## config.mk

```make
export PLATFORM = sky130hd
export DESIGN_NAME = led_chaser
export DESIGN_NICKNAME = d
export VERILOG_FILES = /design/src/rtl/led_chaser_pkg.sv /design/src/rtl/sync_rise_detect.sv /design/src/rtl/led_chaser.sv
export SDC_FILE = /design/constraint.sdc
export NUM_CORES = 1
export LEC_CHECK = 0
export CORE_UTILIZATION = 38
export DETAILED_ROUTE_END_ITERATION = 6
export PLACE_DENSITY = 0.67
export SLEW_MARGIN = 20
export SYNTH_ARGS = -nofsm -noshare
export SYNTH_HDL_FRONTEND = slang
export SYNTH_SLANG_ARGS = --single-unit
```

## constraint.sdc

```tcl
create_clock -name clk_in -period 3.4 [get_ports clk_in]
set_input_delay 0.85 -clock clk_in [delete_from_list [all_inputs] [get_ports clk_in]]
set_output_delay 0.85 -clock clk_in [all_outputs]
set_load 0.01 [all_outputs]
```

## src/rtl/led_chaser_pkg.sv

```systemverilog
// Shared types and the reload-pattern helper for the LED chaser.
package led_chaser_pkg;

  localparam int MAX_LEDS = 32;

  typedef enum logic [1:0] {
    MODE_OFF    = 2'd0,
    MODE_BLINK  = 2'd1,
    MODE_SHIFT  = 2'd2,
    MODE_BOUNCE = 2'd3
  } led_mode_t;

  typedef enum logic {
    DIR_LEFT,
    DIR_RIGHT
  } dir_t;

  // Pattern loaded whenever the selected mode changes (1 = lit).
  function automatic logic [MAX_LEDS-1:0] initial_pattern(input led_mode_t mode);
    case (mode)
      MODE_BLINK:  return '1;
      MODE_SHIFT:  return MAX_LEDS'(1);
      MODE_BOUNCE: return MAX_LEDS'(1);
      default:     return '0;
    endcase
  endfunction

endpackage

```

## src/rtl/sync_rise_detect.sv

```systemverilog
// Two-flop synchroniser followed by a rising-edge detector.
// The strobe is decoded purely from registers, so it is glitch-free.
module sync_rise_detect (
  input  logic clk_in,
  input  logic rst,
  input  logic async_in,
  output logic rise_pulse
);

  logic s0_reg;
  logic s1_reg;
  logic prev_reg;

  // Synchronise the asynchronous input and keep one delayed copy for edge detection.
  always_ff @(posedge clk_in or posedge rst) begin
    if (rst) begin
      s0_reg   <= 1'b0;
      s1_reg   <= 1'b0;
      prev_reg <= 1'b0;
    end else begin
      s0_reg   <= async_in;
      s1_reg   <= s0_reg;
      prev_reg <= s1_reg;
    end
  end

  assign rise_pulse = s1_reg & ~prev_reg;

endmodule

```

## src/rtl/led_chaser.sv

```systemverilog
// LED pattern generator: every rising edge of the divided clock (treated as
// data) advances the pattern of the selected display mode unless paused.
module led_chaser
  import led_chaser_pkg::*;
#(
  parameter int NUM_LEDS   = 4,
  parameter bit ACTIVE_LOW = 1'b1
) (
  input  logic                clk_in,
  input  logic                rst,
  input  logic                div_clk_in,
  input  led_mode_t           mode,
  input  logic                pause,
  output logic [NUM_LEDS-1:0] led,
  output logic                step_pulse
);

  logic [NUM_LEDS-1:0] pat_reg;
  logic [NUM_LEDS-1:0] pat_next;
  dir_t                dir_reg;
  dir_t                dir_next;
  led_mode_t           mode_q_reg;

  sync_rise_detect u_step_detect (
    .clk_in     (clk_in),
    .rst        (rst),
    .async_in   (div_clk_in),
    .rise_pulse (step_pulse)
  );

  // Next pattern: a mode change reloads, otherwise an unpaused step advances.
  always_comb begin
    pat_next = pat_reg;
    dir_next = dir_reg;
    if (mode != mode_q_reg) begin
      pat_next = NUM_LEDS'(initial_pattern(mode));
      if (mode == MODE_BOUNCE) begin
        dir_next = DIR_LEFT;
      end
    end else if (step_pulse && !pause) begin
      case (mode_q_reg)
        MODE_BLINK: pat_next = ~pat_reg;
        // Rotate left; the shift-right term brings the MSB back to the LSB
        // and degenerates to a hold for a single LED.
        MODE_SHIFT: pat_next = (pat_reg << 1) | (pat_reg >> (NUM_LEDS - 1));
        MODE_BOUNCE: begin
          // A single LED has nowhere to bounce to, so it simply stays lit.
          if (NUM_LEDS != 1) begin
            if (dir_reg == DIR_LEFT) begin
              if (pat_reg[NUM_LEDS-1]) begin
                dir_next = DIR_RIGHT;
                pat_next = pat_reg >> 1;
              end else begin
                pat_next = pat_reg << 1;
              end
            end else begin
              if (pat_reg[0]) begin
                dir_next = DIR_LEFT;
                pat_next = pat_reg << 1;
              end else begin
                pat_next = pat_reg >> 1;
              end
            end
          end
        end
        default: pat_next = '0;
      endcase
    end
  end

  // Pattern, bounce direction and last-seen mode registers.
  always_ff @(posedge clk_in or posedge rst) begin
    if (rst) begin
      pat_reg    <= '0;
      dir_reg    <= DIR_LEFT;
      mode_q_reg <= MODE_OFF;
    end else begin
      pat_reg    <= pat_next;
      dir_reg    <= dir_next;
      mode_q_reg <= mode;
    end
  end

  // Pin polarity applied per LED straight from the pattern register.
  for (genvar gi = 0; gi < NUM_LEDS; gi++) begin : g_led
    assign led[gi] = ACTIVE_LOW ? ~pat_reg[gi] : pat_reg[gi];
  end

endmodule

```

==> reports/metrics.cfg <==
[run_status]
run_status=completed

[sta]
rsz0062_at_grt=false
fin_tns_setup_ns=0
finalHoldViolations=0
finalSetupViolCount=0
min_period_ns=2.26
timing.final.max_slew_violations=0
fmax_mhz=442
period_share=0.665
holdWs_ns=0.351
worst_pin_slew_ns=0.421
slew_headroom=0.719
setup_slack_ns=1.14
fin_skew_ns=0.00129

[die]
io_pins=11
start_util=0.407
num_rows=14
design.core.area_mm2=0.00152
design.die.area_mm2=0.00180
die_x_um=42.4
die_h_um=42.4

[global_routing]
grt_pass1_vias=479
grt_usage=0.152
grt_pass1_wl_mm=2.02
grt_overflow_total=0
grt_max_degree=15
antenna_found_initial=0

[synth]
ys_ff_latch=10
syn_avg_cell_area_um2=9.13
syn_area_um2=621
yosysWarnings=0
ys_seq_area_frac=0.403
syn_inst=68
syn-num-nets=74
ys_types=30

[layout]
synthToLayoutAreaGrowth_pct=19.2
drive_gt1_frac=0.128
final_area_um2=739
mostFrequentLayoutCells=10 x dfrtp_1, 10 x clkdlybuf4s50_1, 6 x nand2_1, 6 x inv_1, 6 x o21ai_0
fin_cells=94
largest_register_ffs=4
nets=85
fillCellCount=147
diodes=0
utilization=0.485

[placed_design]
gp_congestion=0.858
place_ws_ns=0.884
port_buffers=10
place_area_um2=703
place_hpwl_um=864
numPlacedInstances=90

[power_and_ir_drop]
power_frac_seq=0.440
finalPower_mw=0.327
power.density_mw_per_mm2=443
ir_worst_vdd_mv=0.225
p_int_mw=0.234
clkPwrFrac=0.331
p_sw_frac=0.286
power_frac_comb=0.229
switchingPower_mw=0.0938
p_leak_nw=0.312

[hold_path]
worstHoldPathType=reg -> reg

[clocking]
cts_resized=0
clock-sinks=10
cts_hold_buffers=0
h-tree-depth=1
clk_path_buf_depth=2
cts_buffers=3
clkTransAtPathRegs_ns=0.07
clk_latency_ns=0.27
clockRootBuffer=clkbuf_4
post_cts_buffers=0
cts_tree=built

[detailed_routing]
ant_nets=0
dr.first_iter.drc_count=16
vias=546
viasPerCell=5.81
wl_per_cell_um=12.7
wl_mm=1.19
drt-pass1-iter-count=4
route.detailed.drc=0

[setup_path]
critPathSlowestCell=clkdlybuf4s50_1
cpPeakStageDelay_ns=0.66
cp-end-kind=flop
critPathLaunchType=primary input
worstPathCellList=clkdlybuf4s50_1 > xor2_1 > nor2_2 > o21ai_0 > or3_1 > o221ai_1
worst_ep_required_time_ns=3.58
path_max_fanout=8
worst_ep_arrival_time_ns=2.45
crit_type=in -> reg

[flow_run]
max_cap_viol_count=0

==> cells by family (layout without fill, tap and decap cells) <==
logic type | after synthesis | after routing | synth area share
compound gates | 25 | 25 | 0.282
simple gates | 21 | 21 | 0.190
flops | 10 | 10 | 0.403
buf+inv | 10 | 20 | 0.0968
xor+xnor | 2 | 2 | 0.0282
==> synth_stat cells, drive strengths merged <==
library cell,instances,area (um2)
a21oi,6,33.8
and2,1,6.26
and3,1,6.26
a311o,1,10.0
buf,4,37.5
o311ai,1,8.76
and3b,1,8.76
o21ai,7,38.8
o41ai,1,8.76
nor3b,1,7.51
nor2,3,13.8
o22ai,1,12.5
or3,1,6.26
o22a,3,26.3
inv,6,22.5
or2,1,6.26
o221ai,1,8.76
and2b,1,8.76
nand2b,2,12.5
xor2,2,17.5
nand2,6,22.5
dfrtp,10,250
a31oi,2,12.5
or3b,1,8.76
o21a,2,15.0
nand3,2,10.0
==> layer usage <==
layer	up-vias	wire length, um	GRT usage
li1	263	-	-
met1	264	581	0.187
met2	15	541	0.237
met3	4	44	0.0259
met4	0	25	0.113
met5	-	0	0
==> worst max-delay path: cells and delay by family <==
kind,cells,cell delay (ns)
buffers and inverters,1,0.66
and+or+nand+nor,2,0.56
AOI/OAI and AO/OA,2,0.23
xor gates and xnor gates,1,0.15
==> cell type report <==
class                   instances  area [um2]  share of cell area
clock buffers                   4        36.3              0.0491
inverters                       6        22.5              0.0305
multi-input cells              48         310               0.420
flip-flops and latches         10         250               0.338
well taps                      16        20.0              0.0271
repair buffers                 10         100               0.135
==> power by group through the flow <==
stage	clock network (mW)	logic, mW	registers [mW]
after global placement	0	0.0749	0.146
after floorplan	0	0.0524	0.140
after detailed placement	0	0.0751	0.146
after CTS	0.109	0.0753	0.144
after global routing	0.119	0.0830	0.146
final	0.108	0.0750	0.144
==> path summary, 6_finish.rpt <==
check / startpoint / endpoint / slack, ns / cells past startpoint
worst max-delay path: mode[0] / pat_reg[0] / 1.14 / 6
worst min-delay path: u_step_detect.s0_reg / u_step_detect.s1_reg / 0.35 / 0
worst max register to register: mode_q_reg[1] / pat_reg[0] / 1.73 / 5
worst min register to register: u_step_detect.s0_reg / u_step_detect.s1_reg / 0.35 / 0
max in group asynchronous: rst / pat_reg[1] / 2.28 / 2
min in group asynchronous: rst / pat_reg[2] / 0.86 / 2
Power figures use the tool's default switching activity.
